File: config.mk
export PLATFORM = sky130hd
export DESIGN_NAME = hcsr04_ranger_flat
export DESIGN_NICKNAME = d
export VERILOG_FILES = /design/src/rtl/hcsr04_ranger_if.sv /design/src/rtl/hcsr04_ranger.sv /design/src/flat_wrapper.sv
export SDC_FILE = /design/constraint.sdc
export NUM_CORES = 1
export LEC_CHECK = 0
export CORE_MARGIN = 5
export CORE_UTILIZATION = 62
export CTS_BUF_LIST = sky130_fd_sc_hd__clkbuf_4 sky130_fd_sc_hd__clkbuf_8
export DETAILED_ROUTE_END_ITERATION = 6
export PLACE_DENSITY = 0.82
export SETUP_SLACK_MARGIN = 0.1
export SLEW_MARGIN = 10
export SYNTH_ARGS = -nofsm -noshare
export SYNTH_HDL_FRONTEND = slang
export SYNTH_SLANG_ARGS = --single-unit
File: constraint.sdc
create_clock -name clk_50MHz -period 3.4 [get_ports clk_50MHz]
set_input_delay 0.34 -clock clk_50MHz [delete_from_list [all_inputs] [get_ports clk_50MHz]]
set_output_delay 0.34 -clock clk_50MHz [all_outputs]
set_load 0.01 [all_outputs]
File: src/rtl/hcsr04_ranger_if.sv
// hcsr04_ranger_if: request, sensor and result signals shared between the ranger and its user
interface hcsr04_ranger_if #(parameter int DIST_W = 9);
  logic start;
  logic echo;
  logic trig;
  logic valid;
  logic timeout;
  logic busy;
  logic [DIST_W-1:0] distance_cm;
  modport master(output start, echo, input trig, distance_cm, valid, timeout, busy);
  modport slave(input start, echo, output trig, distance_cm, valid, timeout, busy);
endinterface

File: src/rtl/hcsr04_ranger.sv
// hcsr04_ranger: HC-SR04 trigger/echo ranging with divider-free cm conversion; HCSR04_AUTO_TRIG_EN selects free-running triggers
module hcsr04_ranger #(
  parameter int TRIG_US = 10,
  parameter int TIMEOUT_US = 30000,
  parameter int PERIOD_US = 60000,
  parameter int CM_DIV = 58,
  parameter int DIST_W = 9
) (
  input logic clk_50MHz,
  input logic rst,
  input logic clk_1MHz,
  hcsr04_ranger_if.slave s
);
  localparam int TW = $clog2((TIMEOUT_US > TRIG_US ? TIMEOUT_US : TRIG_US) + 1);
  localparam int PW = $clog2(PERIOD_US + 1);
  localparam int SW = $clog2(CM_DIV);
  typedef enum logic [2:0] {IDLE, TRIG, WAIT_ECHO, MEASURE, HOLDOFF} state_t;
  state_t state, state_n;
  logic [2:0] ck, ec;
  logic us_tick, rise, fall, tmo, go, abort, wrap;
  logic [TW-1:0] tick_cnt, tick_n;
  logic [PW-1:0] per_cnt, per_n;
  logic [SW-1:0] sub, sub_n;
  logic [DIST_W-1:0] acc, acc_n, dist_n;
  logic trig_n, valid_n, to_n;
  assign rise = ec[1] & ~ec[2];
  assign fall = ~ec[1] & ec[2];
  assign tmo = us_tick && tick_cnt == TW'(TIMEOUT_US - 1);
  assign wrap = sub == SW'(CM_DIV - 1);
`ifdef HCSR04_AUTO_TRIG_EN
  assign go = us_tick;
`else
  assign go = s.start;
`endif
  always_ff @(posedge clk_50MHz) begin
    if (rst) begin
      state <= IDLE;
      ck <= '0;
      ec <= '0;
      us_tick <= 1'b0;
      tick_cnt <= '0;
      per_cnt <= '0;
      sub <= '0;
      acc <= '0;
      s.trig <= 1'b0;
      s.distance_cm <= '0;
      s.valid <= 1'b0;
      s.timeout <= 1'b0;
      s.busy <= 1'b0;
    end else begin
      ck <= {ck[1:0], clk_1MHz};
      ec <= {ec[1:0], s.echo};
      us_tick <= ck[1] & ~ck[2];
      state <= state_n;
      tick_cnt <= tick_n;
      per_cnt <= per_n;
      sub <= sub_n;
      acc <= acc_n;
      s.trig <= trig_n;
      s.distance_cm <= dist_n;
      s.valid <= valid_n;
      s.timeout <= to_n;
      s.busy <= state_n != IDLE;
    end
  end
  always_comb begin
    state_n = state;
    tick_n = tick_cnt;
    per_n = (us_tick && per_cnt != PW'(PERIOD_US)) ? per_cnt + 1'b1 : per_cnt;
    sub_n = sub;
    acc_n = acc;
    trig_n = s.trig;
    dist_n = s.distance_cm;
    valid_n = 1'b0;
    to_n = s.timeout;
    abort = 1'b0;
    case (state)
      IDLE: if (go) begin
        state_n = TRIG;
        trig_n = 1'b1;
        per_n = '0;
        tick_n = '0;
      end
      TRIG: if (us_tick) begin
        tick_n = tick_cnt == TW'(TRIG_US - 1) ? '0 : tick_cnt + 1'b1;
        trig_n = tick_cnt != TW'(TRIG_US - 1);
        state_n = trig_n ? TRIG : WAIT_ECHO;
      end
      WAIT_ECHO: if (rise) begin
        state_n = MEASURE;
        sub_n = '0;
        acc_n = '0;
        tick_n = '0;
      end else if (us_tick) begin
        tick_n = tick_cnt + 1'b1;
        abort = tmo;
      end
      MEASURE: if (fall) begin
        state_n = HOLDOFF;
        dist_n = acc;
        valid_n = 1'b1;
        to_n = 1'b0;
      end else if (us_tick) begin
        tick_n = tick_cnt + 1'b1;
        sub_n = wrap ? '0 : sub + 1'b1;
        acc_n = (wrap && acc != '1) ? acc + 1'b1 : acc;
        abort = tmo;
      end
      HOLDOFF: if (per_cnt == PW'(PERIOD_US) && !ec[1]) begin
`ifdef HCSR04_AUTO_TRIG_EN
        state_n = TRIG;
        trig_n = 1'b1;
        per_n = '0;
        tick_n = '0;
`else
        state_n = IDLE;
`endif
      end
      default: state_n = IDLE;
    endcase
    // Aborts report saturated distance with the sticky timeout flag
    if (abort) begin
      state_n = HOLDOFF;
      dist_n = '1;
      valid_n = 1'b1;
      to_n = 1'b1;
    end
  end
endmodule

File: src/flat_wrapper.sv
// flat-port wrapper written by rule: the top's interface ports become plain ports
module hcsr04_ranger_flat 
#(
  parameter int TRIG_US = 10,
  parameter int TIMEOUT_US = 30000,
  parameter int PERIOD_US = 60000,
  parameter int CM_DIV = 58,
  parameter int DIST_W = 9
)
  (clk_50MHz, rst, clk_1MHz, s_start, s_echo, s_trig, s_distance_cm, s_valid, s_timeout, s_busy);
  hcsr04_ranger_if #(.DIST_W(DIST_W)) s_i ();
  input logic clk_50MHz;
  input logic rst;
  input logic clk_1MHz;
  input wire logic [$bits(s_i.start)-1:0] s_start;
  input wire logic [$bits(s_i.echo)-1:0] s_echo;
  output wire logic [$bits(s_i.trig)-1:0] s_trig;
  output wire logic [$bits(s_i.distance_cm)-1:0] s_distance_cm;
  output wire logic [$bits(s_i.valid)-1:0] s_valid;
  output wire logic [$bits(s_i.timeout)-1:0] s_timeout;
  output wire logic [$bits(s_i.busy)-1:0] s_busy;
  assign s_i.start = s_start;
  assign s_i.echo = s_echo;
  assign s_trig = s_i.trig;
  assign s_distance_cm = s_i.distance_cm;
  assign s_valid = s_i.valid;
  assign s_timeout = s_i.timeout;
  assign s_busy = s_i.busy;
  hcsr04_ranger #(.TRIG_US(TRIG_US), .TIMEOUT_US(TIMEOUT_US), .PERIOD_US(PERIOD_US), .CM_DIV(CM_DIV), .DIST_W(DIST_W)) u_core (.clk_50MHz(clk_50MHz), .rst(rst), .clk_1MHz(clk_1MHz), .s(s_i));
endmodule
==> results of run 1 <==
==> worst max-delay path, delay by kind of cell, from the launching register on <==
kind                     cells  cell delay (ps)
AND/OR/NAND/NOR              5             1950
adder cells (fa/ha/maj)      1              290
flip-flops                   1              440
==> worst max path at each step <==
stage / from / end / cells after the start
after global routing: u_core.tick_cnt[0]$_SDFFE_PP0P_ / u_core.s.busy$_SDFF_PP0_ / 6
after detailed placement: u_core.tick_cnt[0]$_SDFFE_PP0P_ / u_core.s.busy$_SDFF_PP0_ / 6
after floorplan: u_core.tick_cnt[0]$_SDFFE_PP0P_ / u_core.s.busy$_SDFF_PP0_ / 6
after global placement: u_core.tick_cnt[0]$_SDFFE_PP0P_ / u_core.s.busy$_SDFF_PP0_ / 6
after CTS: u_core.tick_cnt[0]$_SDFFE_PP0P_ / u_core.s.busy$_SDFF_PP0_ / 6
final: u_core.tick_cnt[0]$_SDFFE_PP0P_ / u_core.s.busy$_SDFF_PP0_ / 6
==> sequential cells by signal (all words and copies together), names as in the netlist <==
register	count
u_core.us_tick	1
u_core.s.timeout	1
u_core.s.busy	1
u_core.per_cnt	16
u_core.state	3
u_core.s.trig	1
u_core.s.distance_cm	9
u_core.sub	6
u_core.ck	3
u_core.s.valid	1
u_core.acc	9
u_core.ec	3
u_core.tick_cnt	15
==> cell families (layout without fill, tap and decap cells) <==
family / count (synthesis) / after routing
muxes: 10 / 10
and+or+nand+nor: 171 / 171
AOI/OAI and AO/OA: 81 / 81
DFF: 69 / 69
xor gates and xnor gates: 20 / 20
buffers and inverters: 34 / 50
adders and majority gates: 8 / 8
==> Yosys cell counts (all sizes together), types with 4 or more instances <==
master	n
o21a	4
o211ai	4
nor4	5
nor2	36
a21oi	27
and4	5
xnor2	9
nor3	10
o21ai	11
a31oi	9
ha	8
dfxtp	69
nand4	17
nor2b	12
nand3	20
inv	14
xor2	11
or4	6
mux2i	10
nand2	25
clkbuf	17
or3	7
nand4b	4
and3	9
==> area by class of cell <==
cell class                 count  area [sq um]
tap                           70          87.6
multi-input combinational    290          1850
inverter                      14          52.6
timing repair buffer          22           208
clock buffer                  13           166
clock inverter                 1          7.51
sequential                    69          1380
fill                         414          1450
==> power groups by stage <==
stage | registers [mW] | clock network, mW | logic (mW)
after detailed placement | 0.842 | 0 | 0.0790
after global routing | 0.825 | 0.644 | 0.0875
after floorplan | 0.838 | 0 | 0.0565
after CTS | 0.824 | 0.604 | 0.0801
after global placement | 0.842 | 0 | 0.0778
final | 0.825 | 0.597 | 0.0817
==> metrics by stage <==
step           std cells  setup WS [ps]  hold slack [ps]  util, %
2_1_floorplan        393            899              367        -
3_3_place_gp         465            745              371     68.7
3_5_place_dp         465            648              377     68.7
4_1_cts              479            615              382     72.1
5_1_grt              479            526              402     72.1
6_report             479            597              382     72.1
==> routing by layer <==
metal,global-route usage [%],vias to the layer above
met1,30.1,1439
met4,10.7,0
met2,34.9,140
met3,3.95,22
li1,-,1459
met5,0,-
==> impl_metrics.csv, run 1 <==
group,metric,value,unit
synth,syn_area_per_cell,8.56,sq um
route,met1Wirelength,3510,um
global_route,pin_count_of_the_biggest_net_entering_global_routing,36,
setup_path,crit_reg_reg_startpoint,"u_core.tick_cnt[0]$_SDFFE_PP0P_",
global_route,grt-ovfl-total,0,
floorplanning,die_h,83.7,um
setup_path,timing.reg2reg.worst_path_depth,6,
setup_path,setup.reg_to_reg.worst_slack,600,ps
route,detail_route.iter0.violations,406,
pwr,power_density,401,nW/um^2
synth,syn-instance-count,393,
min_path,min_path_cells,1,
route,routed_wl,7740,um
min_path,timing.hold.worst.start,"u_core.ck[2]$_SDFF_PP0_",
global_route,number_of_global_route_vias_before_repair,2816,
sta,final_min_period_over_clock_period,82.5,%
synth,top_area_cell_type_share_of_the_netlist_area,41.0,%
global_route,gr-usage-all-layers,22.4,%
place,routabilityCongestion,0.975,
sta,grt_setup_unrepaired,"false",
setup_path,critical_path_data_arrival_time,3020,ps
synth,ys_dominant_reg_cell,"dfxtp_1",
pwr,sw_frac_of_total,22.8,%
setup_path,critical_path.max_fanout,13,
pwr,power_frac_seq,54.9,%
pwr,fin_total_pwr,1.50,mW
final_layout,nets_final,419,
synth,synth-edff-count,0,
pwr,net-switching-power,0.343,mW
setup_path,worstSetupStartpointType,"flop",
sta,maxClockFrequency,357,MHz
synth,postSynth.asyncResetShare,0,%
final_layout,layout_commonest_cell,"dfxtp_1",
cts,clk-insertion-delay-late,340,ps
synth,synthXorXnorAreaFrac,5.20,%
run_status,status,"finished clean",
setup_path,worst_setup_path_end_kind,"flop",
setup_path,critical_path_required,3620,ps
synth,synth_compound_gate_area_share,15.7,%
sta,slew-limit-headroom,23.1,%
floorplanning,count_of_boundary_i_o_pins,18,
sta,setup_violations,0,
floorplanning,initial_core_util,64.7,%
final_layout,drive_gt1_share,6.11,%
cts,cts.reportedPaths.clkPinSlew,70,ps
synth,synth.top_cells.by_area,"dfxtp_1, a21oi_1, nor2_1",
pwr,irDropWorstVdd,317,uV
synth,synth_area_in_adders,2.97,%
setup_path,crit_path_cell_trace,"ha_1, or4b_1, or4_4, or3_4, and4_4, or3_1",
cts,cts_root_buffer,"clkbuf_8",
floorplanning,coreArea,5200,sq um
route,route.detailed.drc,0,
pwr,internal_power,1.16,mW
floorplanning,area_of_the_die,7000,sq um
place,post-dp-hpwl,5210,um
cts,clock_tree_from_tritoncts,"built",
synth,synth-warning-count,0,
cts,cts_sinks,69,
sta,timing.setup.tns,0,ps
setup_path,worstReg2RegEnd,"u_core.s.busy$_SDFF_PP0_",
route,route.detailed.wl_per_inst,16.2,um
pwr,power_leakage,1.38,nW
final_layout,postLayoutCellArea,3750,sq um
global_route,wire_length_of_the_first_global_routing_pass,13000,um
cts,post_cts_setup_driven_buffer_insertion_count,0,
pwr,combinationalPowerShare,5.4,%
synth,synth_fp_nets,406,
synth,largest_area_contributor_in_the_synthesized_netlist,"dfxtp_1",
job,cap_viol_max_count,0,
route,routed-wl-met3,546,um
sta,finalHoldViolations,0,
route,topRoutingLayerUsed,"met4",
synth,synth_mux_area_share,2.97,%
cts,cts_inserted_buffers,9,
synth,synth_top_family_by_area,"simple AND/OR/NAND/NOR gates",
min_path,worst_hold_path_type,"flop to flop",
sta,timing.final.crit_period,2800,ps
route,detailroute.via_count,3060,
sta,worstMarginPinSlew,1140,ps
floorplanning,die_width,83.7,um
route,detailedRoute.firstPassIterationCount,6,
synth,post_synth_and_or_nand_nor_area_fraction,28.1,%
final_layout,most-common-layout-cells,"dfxtp_1, nor2_1, a21oi_1",
cts,cts-hold-fix-buffers,0,
route,antenna_violating_nets_post_route,0,
place,port-buffer-count,17,
route,drt-vias-per-instance,6.39,
synth,flip_flop_and_latch_count_after_synthesis,69,
synth,synth_sequential_area_ratio,41.0,%
floorplanning,std_cell_rows,26,
synth,netlist_area,3370,sq um
min_path,timing.hold.worst_endpoint,"u_core.us_tick$_SDFF_PP0_",
setup_path,worst-setup-path-type,"flop to flop",
global_route,grt_antenna_before_repair,0,
pwr,power_frac_clock,39.7,%
sta,clock_skew,6.51,ps
place,placed_cell_area,3580,sq um
final_layout,antenna_diode_count,0,
cts,maximum_root_to_sink_buffer_count,2,
sta,timing_max_transition_violations_final,0,
setup_path,cpPeakStageDelay,510,ps
cts,cts_resized,0,
setup_path,crit_slowest_cell,"or4_4",
synth,synth.distinct_cells,57,
cts,cts.htree.levels,3,
final_layout,syn_to_final_growth,11.4,%
route,route.met2.wl,3510,um
(Power assumes the default switching activity.)
==> inputs of run 2 (changes only) <==
--- a/config.mk
+++ b/config.mk
@@ -6,10 +6,10 @@
 export NUM_CORES = 1
 export LEC_CHECK = 0
 export CORE_MARGIN = 5
-export CORE_UTILIZATION = 62
+export CORE_UTILIZATION = 56
 export CTS_BUF_LIST = sky130_fd_sc_hd__clkbuf_4 sky130_fd_sc_hd__clkbuf_8
 export DETAILED_ROUTE_END_ITERATION = 6
-export PLACE_DENSITY = 0.82
+export PLACE_DENSITY = 0.78
 export SETUP_SLACK_MARGIN = 0.1
 export SLEW_MARGIN = 10
 export SYNTH_ARGS = -nofsm -noshare
==> constraint.sdc (replaced) <==
create_clock -name clk_50MHz -period 2.4 [get_ports clk_50MHz]
set_input_delay 0.24 -clock clk_50MHz [delete_from_list [all_inputs] [get_ports clk_50MHz]]
set_output_delay 0.24 -clock clk_50MHz [all_outputs]
set_load 0.01 [all_outputs]
==> run 2 against run 1 <==
Total power is 48% higher; worst hold slack better by 12 ps; largest power group unchanged; clock power is 58% higher; cell area is 6.5% higher.
==> impl_metrics.csv, run 2 (synthesis gave the netlist of run 1 again) <==
group,metric,value,unit
sta,worst_slack,23.3,ps
floorplanning,die_width,87.5,um
setup_path,crit_slowest_cell,"or4_4",
place,post-dp-hpwl,5630,um
sta,setup_violations,0,
global_route,grt_use_met1,29.3,%
place,pre_cts_setup_slack,29.4,ps
route,route.detailed.wl_per_inst,15.7,um
setup_path,worst_setup_path_end_kind,"flop",
sta,timing_max_transition_violations_final,0,
final_layout,nets_final,442,
floorplanning,count_of_boundary_i_o_pins,18,
final_layout,drive_gt1_share,12.9,%
final_layout,antenna_diode_count,0,
sta,worstMarginPinSlew,710,ps
final_layout,syn_to_final_growth,18.7,%
sta,maxClockFrequency,421,MHz
global_route,pin_count_of_the_biggest_net_entering_global_routing,36,
route,detail_route.iter0.violations,258,
place,placed_cell_area,3780,sq um
final_layout,layout_commonest_cell,"dfxtp_1",
global_route,wire_length_of_the_first_global_routing_pass,13400,um
floorplanning,std_cell_rows,28,
final_layout,largest_register_ff_count,16,
route,routed_wl,7980,um
global_route,grt_antenna_before_repair,0,
global_route,global_route.peak_usage_layer,"met2",
route,antenna_violating_nets_post_route,0,
cts,cts_inserted_buffers,9,
global_route,use_met2,35.7,%
final_layout,layout_top_registers,"u_core.per_cnt: 16 flops, u_core.tick_cnt: 15 flops",
cts,cts_root_buffer,"clkbuf_8",
global_route,grt-ovfl-total,0,
pwr,power_density,559,nW/um^2
final_layout,postLayoutCellArea,3990,sq um
pwr,irDropWorstVdd,372,uV
run_status,status,"finished clean",
cts,clock_tree_from_tritoncts,"built",
final_layout,layout.filler_cells,493,
setup_path,worstReg2RegEnd,"u_core.s.busy$_SDFF_PP0_",
setup_path,worst_setup_path_endpoint,"u_core.s.busy$_SDFF_PP0_",
route,drt-vias-per-instance,6.05,
setup_path,crit_reg_reg_startpoint,"u_core.tick_cnt[1]$_SDFFE_PP0P_",
final_layout,layout.core_utilization,67.9,%
cts,clk-insertion-delay-late,340,ps
global_route,groute.layer.met3.usage,3.78,%
place,routabilityCongestion,0.933,
floorplanning,die_h,87.5,um
global_route,gr-usage-all-layers,22.3,%
cts,post_cts_setup_driven_buffer_insertion_count,0,
job,cap_viol_max_count,0,
min_path,worst_hold_path_type,"flop to flop",
setup_path,worstSetupStartpointType,"flop",
sta,clock_skew,9.84,ps
setup_path,crit_path_cell_trace,"ha_4, or4b_1, or4_4, or3_4, o211a_1, or3_4",
cts,cts_sinks,69,
route,detailroute.via_count,3071,
cts,maximum_root_to_sink_buffer_count,2,
sta,final_min_period_over_clock_period,99.0,%
setup_path,setup.reg_to_reg.worst_slack,20,ps
setup_path,critical_path_required,2620,ps
sta,slew-limit-headroom,52.3,%
min_path,min_path_cells,1,
floorplanning,initial_core_util,57.2,%
route,detailedRoute.firstPassIterationCount,6,
sta,timing.final.crit_period,2380,ps
cts,cts.htree.levels,3,
sta,timing.setup.tns,0,ps
setup_path,timing.reg2reg.worst_path_depth,6,
route,route.detailed.drc,0,
setup_path,worst_path_most_repeated_cell,"or3_4",
floorplanning,area_of_the_die,7660,sq um
place,port-buffer-count,17,
floorplanning,coreArea,5890,sq um
cts,cts.reportedPaths.clkPinSlew,80,ps
setup_path,worst-setup-path-type,"flop to flop",
setup_path,first_element_of_the_critical_path,"u_core.tick_cnt[1]$_SDFFE_PP0P_",
setup_path,critical_path.max_fanout,3,
final_layout,largest-register,"u_core.per_cnt",
sta,grt_setup_unrepaired,"true",
setup_path,critical_path_data_arrival_time,2590,ps
cts,cts-hold-fix-buffers,0,
global_route,number_of_global_route_vias_before_repair,2834,
final_layout,most-common-layout-cells,"dfxtp_1, nor2_1, buf_4",
setup_path,cpPeakStageDelay,440,ps
pwr,power_leakage,1.50,nW
sta,finalHoldViolations,0,
[run 2: timing repair]
| action | 4_1_cts | 5_1_grt |
|---|---|---|
| gates resized for setup | 0 | 4 |
| endpoints found under the setup margin | 1 | 13 |
| endpoints found under the hold margin | 0 | 0 |
| pin swaps | 1 | 0 |
[run 2: critical path, delay by kind of cell (launching register included)]
| family | cells | cell delay (ps) |
|---|---|---|
| AO/OA/AOI/OAI | 1 | 150 |
| adder cells (fa/ha/maj) | 1 | 130 |
| flip-flops | 1 | 360 |
| AND/OR/NAND/NOR | 4 | 1600 |
[run 2: metal layers]
| layer | vias to the layer above | share of wire (%) |
|---|---|---|
| li1 | 1509 | - |
| met1 | 1425 | 45 |
| met2 | 119 | 47 |
| met3 | 18 | 6.0 |
| met4 | 0 | 2.1 |
| met5 | - | 0 |
[run 2: area by class of cell]
cell class | count | area (sq um) | share of cell area [%]
well taps | 75 | 93.8 | 2.35
multi-input cells | 290 | 1880 | 47.1
repair buffers | 45 | 380 | 9.52
clock buffers | 10 | 138 | 3.45
inverters | 14 | 52.6 | 1.32
clock inverters | 5 | 60.1 | 1.50
flip-flops and latches | 69 | 1390 | 34.8
[run 2: through the flow]
stage / hold slack [ps] / power, mW / cells
2_1_floorplan: 367 / 1.26 / 393
3_3_place_gp: 375 / 1.31 / 493
3_5_place_dp: 387 / 1.31 / 493
4_1_cts: 406 / 2.25 / 508
5_1_grt: 413 / 2.31 / 508
6_report: 395 / 2.23 / 508
[run 2: how the worst min path moves through the flow]
| stage | start | end | slack (ps) |
|---|---|---|---|
| after floorplan | u_core.ck[2]$_SDFF_PP0_ | u_core.us_tick$_SDFF_PP0_ | 370 |
| after global placement | u_core.ck[2]$_SDFF_PP0_ | u_core.us_tick$_SDFF_PP0_ | 370 |
| after detailed placement | u_core.ck[2]$_SDFF_PP0_ | u_core.us_tick$_SDFF_PP0_ | 390 |
| after CTS | u_core.ck[2]$_SDFF_PP0_ | u_core.us_tick$_SDFF_PP0_ | 410 |
| after global routing | u_core.ck[2]$_SDFF_PP0_ | u_core.us_tick$_SDFF_PP0_ | 410 |
| final | u_core.ck[2]$_SDFF_PP0_ | u_core.us_tick$_SDFF_PP0_ | 390 |
[run 2: power by group]
part / internal, mW / total [mW] / leakage [nW] / switching [mW]
combinational: 0.0518 / 0.128 / 0.845 / 0.0764
sequential: 1.15 / 1.16 / 0.560 / 0.00972
clock: 0.506 / 0.943 / 0.0987 / 0.437
total: 1.71 / 2.23 / 1.50 / 0.523
